**src/rtl/seq_detect_param.sv**
```systemverilog
// rtl/seq_detect_param.sv - parametrised serial pattern detector with runtime-loadable pattern
// Optional saturating match counter (match_count/clr_count) enabled by defining SEQ_MATCH_CNT_EN.
module seq_detect_param #(
    parameter int               PAT_W   = 4,
    parameter logic [PAT_W-1:0] PATTERN = 4'b0101,
    parameter int               STATE_W = 3,
    parameter int               CNT_W   = 8
) (
    input  logic               clk,
    input  logic               reset,
    input  logic               next,
    input  logic               in,
    input  logic               overlap,
    input  logic               pat_load,
    input  logic [PAT_W-1:0]   pat_in,
`ifdef SEQ_MATCH_CNT_EN
    input  logic               clr_count,
    output logic [CNT_W-1:0]   match_count,
`endif
    output logic [STATE_W-1:0] state_display,
    output logic               out
);

    localparam int VAL_W = $clog2(PAT_W + 1);
    localparam logic [VAL_W-1:0] VAL_FULL = VAL_W'(PAT_W);

    logic [PAT_W-1:0]   r_pattern;
    logic [PAT_W-1:0]   r_hist;
    logic [VAL_W-1:0]   r_valid;
    logic               r_next_q;
    logic               r_out;
    logic [STATE_W-1:0] r_state;

    logic               w_step;
    logic [PAT_W-1:0]   w_hist_nxt;
    logic [VAL_W-1:0]   w_valid_inc;
    logic [VAL_W-1:0]   w_valid_nxt;
    logic               w_full;
    logic [STATE_W-1:0] w_depth;

    always_comb begin
        w_step      = next & ~r_next_q;
        w_hist_nxt  = {r_hist[PAT_W-2:0], in};
        w_valid_inc = (r_valid == VAL_FULL) ? VAL_FULL : r_valid + VAL_W'(1);
        w_full      = (w_valid_inc == VAL_FULL) && (w_hist_nxt == r_pattern);
        w_valid_nxt = (w_full && !overlap) ? '0 : w_valid_inc;
    end

    // Ascending scan so the longest prefix/suffix agreement is the one kept.
    always_comb begin
        w_depth = '0;
        for (int k = 1; k < PAT_W; k++) begin
            if ((int'(w_valid_nxt) >= k) &&
                (((w_hist_nxt ^ (r_pattern >> (PAT_W - k))) &
                  ~({PAT_W{1'b1}} << k)) == '0)) begin
                w_depth = STATE_W'(k);
            end
        end
    end

    always_ff @(posedge clk or negedge reset) begin
        if (!reset) begin
            r_pattern <= PATTERN;
            r_hist    <= '0;
            r_valid   <= '0;
            r_next_q  <= 1'b1;
            r_out     <= 1'b0;
            r_state   <= '0;
        end else begin
            r_next_q <= next;
            if (pat_load) begin
                r_pattern <= pat_in;
                r_valid   <= '0;
                r_out     <= 1'b0;
                r_state   <= '0;
            end else if (w_step) begin
                r_hist  <= w_hist_nxt;
                r_valid <= w_valid_nxt;
                r_out   <= w_full;
                r_state <= w_depth;
            end
        end
    end

    assign out           = r_out;
    assign state_display = r_state;

`ifdef SEQ_MATCH_CNT_EN
    logic [CNT_W-1:0] r_count;

    always_ff @(posedge clk or negedge reset) begin
        if (!reset) begin
            r_count <= '0;
        end else if (clr_count) begin
            r_count <= '0;
        end else if (w_step && !pat_load && w_full && (r_count != {CNT_W{1'b1}})) begin
            r_count <= r_count + CNT_W'(1);
        end
    end

    assign match_count = r_count;
`endif

endmodule

```
**config.mk**
```make
export PLATFORM = sky130hd
export DESIGN_NAME = seq_detect_param
export DESIGN_NICKNAME = d
export VERILOG_FILES = /design/src/rtl/seq_detect_param.sv
export SDC_FILE = /design/constraint.sdc
export NUM_CORES = 1
export LEC_CHECK = 0
export CAP_MARGIN = 20
export CORE_MARGIN = 4
export CORE_UTILIZATION = 56
export DETAILED_ROUTE_END_ITERATION = 8
export GPL_ROUTABILITY_DRIVEN = 0
export PLACE_DENSITY = 0.91
export SYNTH_ARGS = -nofsm -noshare
export SYNTH_HDL_FRONTEND = slang
export SYNTH_SLANG_ARGS = --single-unit
```
**constraint.sdc**
```tcl
create_clock -name clk -period 3.37 [get_ports clk]
set_input_delay 0.5055 -clock clk [delete_from_list [all_inputs] [get_ports clk]]
set_output_delay 0.5055 -clock clk [all_outputs]
set_load 0.05 [all_outputs]
```
# Yosys cells after proc, flatten, opt, wreduce, memory -nomap -nowiden
# Cells that the tools add are included.
dict set report word_totals {
  regBits 15
  inputBits 10
  out_inout_bits 4
  word_cells 41
}
dict set report classes {
  n_addsub 1
  magnitude_cmp 3
  n_eq_ne 3
  n_mux 11
  bitwise_logic 6
  reduce_logical 11
}
# cell count
set op_table {}
lappend op_table {{$mux W3} 8}
lappend op_table {{$logic_not A4 Y1} 3}
lappend op_table {{$eq A3 B3 Y1 const B} 2}
lappend op_table {{$ge A3 B2 Y1 const B} 2}
lappend op_table {{$logic_and A1 B1 Y1} 5}
lappend op_table {{$eq A4 B4 Y1} 1}
lappend op_table {{$add A3 B1 Y3 const B} 1}
lappend op_table {{$ge A3 B1 Y1 const B} 1}
lappend op_table {{$mux W1} 3}
lappend op_table {{$xor A3 B3 Y3} 1}
lappend op_table {{$not A1 Y1} 2}
lappend op_table {{$reduce_and A2 Y1} 1}
lappend op_table {{$reduce_bool A2 Y1} 1}
lappend op_table {{$xor A2 B2 Y2} 1}
lappend op_table {{$and A1 B1 Y1} 1}
lappend op_table {{$logic_not A1 Y1} 1}
lappend op_table {{$xor A1 B1 Y1} 1}

# Logic depth before layout (Yosys ltp)
# Gate-level depths: netlist of the first run.
dict set report logic_depth {
  depth_word 13
  depth_mapped 6
  ltp_nobuf 6
}

# Worst setup path before layout of the first run
# Ideal clock, no wire load.
dict set report synth_timing {
  kind {register to register}
  startpoint {register r_valid[0]}
  endpoint {register r_state[1] (netlist: state_display[1])}
  setup_ns 0.134
  t_arrival_ns 1.577
  required_time_ns 3.236
  path_slack_ns 1.659
  stages_incl_launch_ff 6
  n_path_buf 0
  synth_period_minus_slack_ns 1.711
  cell_sequence {dfrtp_1 -> inv_1 -> ha_1 -> or3_1 -> o31ai_1 -> o21ai_0}
}
dict set report synth_via {
  elab_chain_len 12
  elab_cells_between_ends 15
  cone_classes {add/sub (1); order compare (2); eq/ne (2); mux (6); reduce/logical (4)}
}
# element line_no
set synth_lines {}
lappend synth_lines {{start: declaration} 29} ;# logic [VAL_W-1:0] r_valid;
lappend synth_lines {{start signal: assignment} 78} ;# r_valid <= w_valid_nxt;
lappend synth_lines {{$add A3 B1 Y3 or $eq A3 B3 Y1 (tied branches)} 44} ;# w_valid_inc = (r_valid == VAL_FULL) ? VAL_FULL : r_valid + VAL_W'(1);
lappend synth_lines {{$mux W3 (*)} 44}
lappend synth_lines {{$eq A3 B3 Y1} 45} ;# w_full = (w_valid_inc == VAL_FULL) && (w_hist_nxt == r_pattern);
lappend synth_lines {{$logic_and A1 B1 Y1} 45}
lappend synth_lines {{$logic_and A1 B1 Y1} 46} ;# w_valid_nxt = (w_full && !overlap) ? '0 : w_valid_inc;
lappend synth_lines {{$mux W3 (*)} 46}
lappend synth_lines {{$ge A3 B2 Y1} 53} ;# if ((int'(w_valid_nxt) >= k) &&
lappend synth_lines {{$logic_and A1 B1 Y1} 53}
lappend synth_lines {{$mux W3} 53}
lappend synth_lines {{$mux W3 (*)} 53}
lappend synth_lines {{$mux W3 (*)} 76} ;# end else if (w_step) begin
lappend synth_lines {{$mux W3 (*)} 71} ;# if (pat_load) begin
lappend synth_lines {{end signal: assignment} 80} ;# r_state <= w_depth;
lappend synth_lines {{end: declaration} 32} ;# logic [STATE_W-1:0] r_state;
# Mark *: on every way between the ends. The rest lies on a longest branch, timed or not. The select of a mux whose other input is x is not followed.
# A chain may end at the register's enable or synchronous reset.

# Worst setup path after layout of the first run
# Ends and elaborated chain as after synthesis.

==> results.md, run 1 <==
- Final worst-path cycle share: 57.7%
- CP Data Required Time: 3.51 ns
- Post-CTS Hold Fix Bufs: 0
- Vias per inst: ~6
- Area of the multi-input gates: around 500 um^2
- Total wire length: 1770 um
- Die ar.: 2330 um^2
- Crit Reg-Reg Endpoint: state_display[1]
- DRC: 0
- WL/cell: 15.0 um
- Via count: 703
- Global-route wire length before repair: 2760 um
- CTS tree: built
- Mapped Cells: 93
- Max_cap viols: 0
- Pint: 0.292 mW
- Met2 routed WL: ~900 um
- Max Fclk: 514 MHz
- Final Hold Vio Count: 0
- RSZ-0062 raised after global routing: no
- Switching power total: ~0.14 mW
- Initial antenna violation count: 0
- Vias in the first global route: around 670
- Worst IR drop on VDD: 247 uV
- PwrDens: ~410 nW/um^2
- Setup CP Type: reg2reg
- Final HPWL DP: 1360 um
- Iter 0 DRT Violations: 12
- Clock power frac: a little under a quarter
- Worst-margin pin slew: 0.632 ns
- Most frequent cells in the layout: clkdlybuf4s50_1, dfrtp_1, a21oi_1, mux2_2
- Clk_lat worst skew: 0.27 ns
- Placement Cell Area: 1010 um^2
- WL met3: 81 um
- Setup TNS: 0 ns
- Post-Syn Area: 908 um^2
- Power, Total: 0.428 mW
- Die Y: 48.3 um
- Setup violators final: 0
- Share of layout cells above drive strength 1: 16.7%
- Num rows: 14
- Sequential cell area: 354 um^2
- Final min period: 1.95 ns
- Initial DRT Pass Iterations: 4
- Largest cells by area after synthesis: dfrtp_1, dfstp_2, mux2_2
- Routed Antenna Nets: 0
- GRT overflow: 0
- Logic pwr share: 27.0%
- # fillers: 122
- CTS buffer count: 3
- Worst path slowest cell: dfrtp_1
- Mapped Nets: 107
- ANT cells: 0
- Met1 wire length: 758 um
- CP Capture Point: state_display[1]
- Top cell type's share of synthesized area: 30.3%
- Pin count of the biggest net entering global routing: 15
- Worst Setup SP: r_valid[0]
- Hold crit path type: reg2reg
- # clock sinks: 14
- Crit-path leading delay family: flip-flops
- Register area share after synthesis: 39.0%
- Crit path buf inv count: 1
- # H-tree levels: 1
- Worst path depth: 5
- DR top layer: met4
- Flop2flop setup slack: 1.42 ns
- Area leader, netlist: dfrtp_1
- Die W: 48.3 um
- Initial cell density of the core: around three fifths
- I/O pin cnt: 14
- Clock transition at path regs: roughly 0.08 ns
- Avg Inst Size Synth: 9.77 um^2
- Clock Tree Root: clkbuf_4
- Flop pwr share: about half
- Reg2reg start: r_valid[0]
- Core Area: 1520 um^2
- R2R cell count: 5
- Critical Path Max Stage Delay: ~0.48 ns
- Worst slew margin: 57.8%
- Post-CTS setup buffer count: 0
- Clk_skew: ~0.0033 ns
- Flip-flop and latch count after synthesis: 14
- Yosys cell types: 34
- Area delta synth->final: 13.6%
- Synth warnings: 0
- CP Launch Type: flip-flop
- Sw Share: 31.8%
- Setup crit end kind: flip-flop
- Post-route cell area: slightly above 1000 um^2
- Leading cell type in the layout, fill and taps excluded: clkdlybuf4s50_1
- Nets: 117
- Max Root-Sink Buffers: 2
- LEAKAGE: 0.424 nW
- Worst path arrival time: around 2.1 ns
- Total Routing Usage GR: between 10% and 20%
- Final Slew Violations: 0
- CTS resizes: 0
- Port Buffer Count: 12
- Max Fanout on Critical Path: 8
- Worst path cell trace: inv_1 -> ha_1 -> or3_1 -> o31ai_1 -> o21ai_0
- Status: finished, final reports clean
-- how the worst min path moves through the flow --
stage               depth (start not counted)  endpoint  start  slack (ns)
floorplan                                   0       out  reset        0.21
global placement                            2       out    out        0.51
detailed placement                          2       out    out        0.52
CTS                                         2       out    out        0.53
global route                                2       out    out        0.56
finish                                      2       out    out        0.54
-- layer usage --
metal / vias to the layer above / global-route usage (%)
li1: 336 / -
met1: 333 / 20.1
met2: 28 / 31.8
met3: 6 / 2.21
met4: 0 / 4.84
met5: - / 0
-- cell families (layout without fill, tap and decap cells) --
family / after synthesis / count (layout) / share of synthesized area (%)
AOI/OAI and AO/OA: 20 / 20 / 14.1
xor gates and xnor gates: 10 / 10 / 9.64
adders and majority gates: 4 / 4 / 5.51
buffers and inverters: 13 / 22 / 7.16
DFF: 14 / 14 / 39.0
muxes: 7 / 7 / 8.68
other: 1 / 1 / 0.413
and+or+nand+nor: 24 / 24 / 15.6
-- sequential cells by signal, summed over array words and instances (netlist names) --
name	cells
out	1
r_hist	3
r_next_q	1
r_pattern	4
r_valid	3
state_display	2
-- cell usage after synthesis --
library cell and n:
nand2b_1 1, buf_6 1, buf_2 4, a31o_2 1
xnor2_1 4, nand2_1 3, dfstp_2 3, inv_1 6
conb_1 1, a21oi_1 8, nor3_1 3, ha_1 4
o31ai_1 2, nor4_1 1, xor2_1 6, and3_1 1
clkbuf_1 1, mux2_2 7, nand3b_1 1, o41ai_2 1
and2b_2 1, a211oi_1 1, or3_1 3, o41ai_1 1
and3b_1 1, nor2b_1 1, nand3_1 1, o22ai_1 1
nand4b_1 1, o21ai_0 5, nor2_1 5, buf_4 1
dfrtp_1 11, nand2b_4 1
-- power groups by stage --
| stage | clock network [mW] | logic, mW | registers (mW) |
|---|---|---|---|
| 2_1_floorplan | 0 | 0.0906 | 0.210 |
| 3_3_place_gp | 0 | 0.109 | 0.215 |
| 3_5_place_dp | 0 | 0.114 | 0.217 |
| 4_1_cts | 0.0998 | 0.115 | 0.214 |
| 5_1_grt | 0.107 | 0.126 | 0.217 |
| 6_report | 0.0987 | 0.115 | 0.214 |
-- worst register-to-register path: stages, from the launching register on --
cell and delay (ns):
dfrtp_1 0.48, inv_1 0.10, ha_1 0.39, or3_1 0.42
o31ai_1 0.27, o21ai_0 0.16
-- area by class of cell --
class	count	area share (%)
clock buffers	4	2.55
multi-input cells	66	47.4
well taps	16	1.94
repair buffers	12	11.6
inverters	6	2.18
flip-flops and latches	14	34.3
-- through the flow --
step | utilization [%] | cells | setup WS, ns | hold WS [ns]
after floorplan | - | 93 | 1.66 | 0.210
after global placement | 66.0 | 114 | 1.27 | 0.515
after detailed placement | 66.0 | 114 | 1.15 | 0.522
after CTS | 67.7 | 118 | 1.43 | 0.534
after global routing | 67.7 | 118 | 1.28 | 0.556
final | 67.7 | 118 | 1.42 | 0.535
Note: power is estimated with default switching activity, not from simulation.
==> inputs of run 2 (changes only) <==
--- a/config.mk
+++ b/config.mk
@@ -7,10 +7,10 @@
 export LEC_CHECK = 0
 export CAP_MARGIN = 20
 export CORE_MARGIN = 4
-export CORE_UTILIZATION = 56
+export CORE_UTILIZATION = 47
 export DETAILED_ROUTE_END_ITERATION = 8
 export GPL_ROUTABILITY_DRIVEN = 0
-export PLACE_DENSITY = 0.91
+export PLACE_DENSITY = 0.82
 export SYNTH_ARGS = -nofsm -noshare
 export SYNTH_HDL_FRONTEND = slang
 export SYNTH_SLANG_ARGS = --single-unit
==> constraint.sdc (replaced) <==
create_clock -name clk -period 1.58 [get_ports clk]
set_input_delay 0.237 -clock clk [delete_from_list [all_inputs] [get_ports clk]]
set_output_delay 0.237 -clock clk [all_outputs]
set_load 0.05 [all_outputs]
==> run 2 against run 1 <==
Effect of this change:
- the run now ends with setup timing left
- largest power group unchanged
- hold slack lost 0.29 ns
- first-iteration DRC count grew 17%
- clock skew grew 0.0020 ns
- sequential power grew 110%
==> results.md, run 2 (synthesized netlist as in run 1, its figures left out) <==
- Status: finished, violations left (was finished, final reports clean)
- Violated checks: setup timing
- Setup violators final: 1 (was 0)
- Setup CP Type: reg2reg (unchanged)
- Power, Total: 1.04 mW (was 0.428 mW)
- Worst IR drop on VDD: 627 uV (was 247 uV)
- Dpl ws: -0.160 ns (was 1.15 ns)
- Clk_lat worst skew: 0.28 ns (was 0.27 ns)
- Total Routing Usage GR: 16.8% (was 17.1%)
- Max Fclk: 606 MHz (was 514 MHz)
- Share of layout cells above drive strength 1: 44.1% (was 16.7%)
- Port Buffer Count: 12 (unchanged)
- Max Fanout on Critical Path: 3 (was 8)
- # clock sinks: 14 (unchanged)
- Placement Cell Area: 1140 um^2 (was 1010 um^2)
- GRT overflow: 0 (unchanged)
- Clock Tree Root: clkbuf_4 (unchanged)
- Max Root-Sink Buffers: 2 (unchanged)
- PwrDens: 822 nW/um^2 (was 414 nW/um^2)
- CP Launch Type: flip-flop (unchanged)
- Via count: 755 (was 703)
- Clock transition at path regs: 0.09 ns (was 0.08 ns)
- Most frequent cells in the layout: buf_4, dfrtp_1, clkdlybuf4s50_1, a21oi_1, mux2_2 (was clkdlybuf4s50_1, dfrtp_1, a21oi_1, mux2_2)
- Vias in the first global route: 763 (was 667)
- Worst path arrival time: 1.87 ns (was 2.09 ns)
- Num rows: 15 (was 14)
- Final Hold Vio Count: 0 (unchanged)
- Die Y: 52.0 um (was 48.3 um)
- # H-tree levels: 1 (unchanged)
- Max_cap viols: 0 (unchanged)
- Setup crit end kind: flip-flop (unchanged)
- Vias per inst: 5.28 (was 5.96)
- Iter 0 DRT Violations: 14 (was 12)
- Leading cell type in the layout, fill and taps excluded: buf_4 (was clkdlybuf4s50_1)
- Routed Antenna Nets: 0 (unchanged)
- Max reg flops: 4 (unchanged)
- Final worst-path cycle share: 105% (was 57.7%)
- Global-route wire length before repair: 3330 um (was 2760 um)
- Top flop regs: r_pattern (4), r_hist (3), r_valid (3) (unchanged)
- CP Data Required Time: 1.80 ns (was 3.51 ns)
- Area delta synth->final: 39.7% (was 13.6%)
- Initial DRT Pass Iterations: 4 (unchanged)
- LEAKAGE: 0.526 nW (was 0.424 nW)
- Setup TNS: -0.0712 ns (was 0 ns)
- Total wire length: 2090 um (was 1770 um)
- Initial antenna violation count: 0 (unchanged)
- Nets: 133 (was 117)
- Pin count of the biggest net entering global routing: 15 (unchanged)
- Final min period: 1.65 ns (was 1.95 ns)
- Clk_skew: 0.00525 ns (was 0.00329 ns)
- Die W: 52.0 um (was 48.3 um)
- CTS buffer count: 3 (unchanged)
- ANT cells: 0 (unchanged)
- Die ar.: 2700 um^2 (was 2330 um^2)
- Final Slew Violations: 0 (unchanged)
- Final Hold Slack: 0.249 ns (was 0.535 ns)
- RSZ-0062 raised after global routing: yes (was no)
- DRC: 0 (unchanged)
- Sequential cell area: 355 um^2 (was 354 um^2)
- CTS tree: built (unchanged)
- # fillers: 142 (was 122)
- Initial cell density of the core: 50.9% (was 59.6%)
- Core Area: 1780 um^2 (was 1520 um^2)
- Area of the multi-input gates: 591 um^2 (was 489 um^2)
- I/O pin cnt: 14 (unchanged)
- Largest register by flop count: r_pattern (unchanged)
- Final HPWL DP: 1460 um (was 1360 um)
- Final worst-path setup slack: -0.0712 ns (was 1.42 ns)
- Hold crit path type: in2async (was reg2reg)
- WL/cell: 14.6 um (was 15.0 um)
- Post-route cell area: 1270 um^2 (was 1030 um^2)
run 2: layout make-up:
type / count / area share, %
Multi-Input combinational cell: 66 / 46.5
Sequential cell: 14 / 28.0
Timing Repair Buffer: 28 / 18.3
Clock buffer: 4 / 2.86
Tap cell: 25 / 2.47
Inverter: 6 / 1.78
run 2: path summary, 6_finish.rpt:
| check | startpoint | to | slack (ns) | cells past startpoint |
|---|---|---|---|---|
| max in group asynchronous | reset | r_pattern[2] | 1.09 | 2 |
| min reg2reg | r_hist[2] | r_hist[2] | 0.54 | 1 |
| min in group clk | r_hist[2] | r_hist[2] | 0.54 | 1 |
| min | reset | r_pattern[3] | 0.25 | 2 |
| max reg2reg | r_valid[0] | out | -0.07 | 5 |
| max | r_valid[0] | out | -0.07 | 5 |
run 2: through the flow:
stage,utilization (%),std cells
2_1_floorplan,-,93
3_3_place_gp,64.1,138
3_5_place_dp,64.1,138
4_1_cts,68.8,143
5_1_grt,71.2,143
6_report,71.2,143
run 2: worst max-delay path: stages, from the launching register on:
cell and delay, ns:
dfrtp_2 0.44, ha_2 0.20, nand2b_1 0.16, a31o_4 0.26, or3_4 0.38, a21oi_2 0.15
run 2: report_power, final:
part | switching [mW] | leakage, nW | internal (mW)
registers | 0.0545 | 0.171 | 0.405
clock network | 0.120 | 0.0210 | 0.140
logic | 0.161 | 0.334 | 0.162
total | 0.336 | 0.526 | 0.707
run 2: timing repair:
action,CTS,global route
hold buffers,0,0
resized for setup,7,9
pin swaps,6,4
setup endpoints to repair,4,4
endpoints found under the hold margin,0,0
buffers inserted,1,0
run 2: layer usage:
layer | wire length (um) | track usage, % | vias to the layer above | part of all wire, %
met4 | 49 | 8.30 | 0 | 2.3
met3 | 58 | 1.72 | 6 | 2.8
met5 | 0 | 0 | - | 0
met1 | 864 | 19.5 | 364 | 41
met2 | 1120 | 30.3 | 15 | 53
li1 | - | - | 370 | -
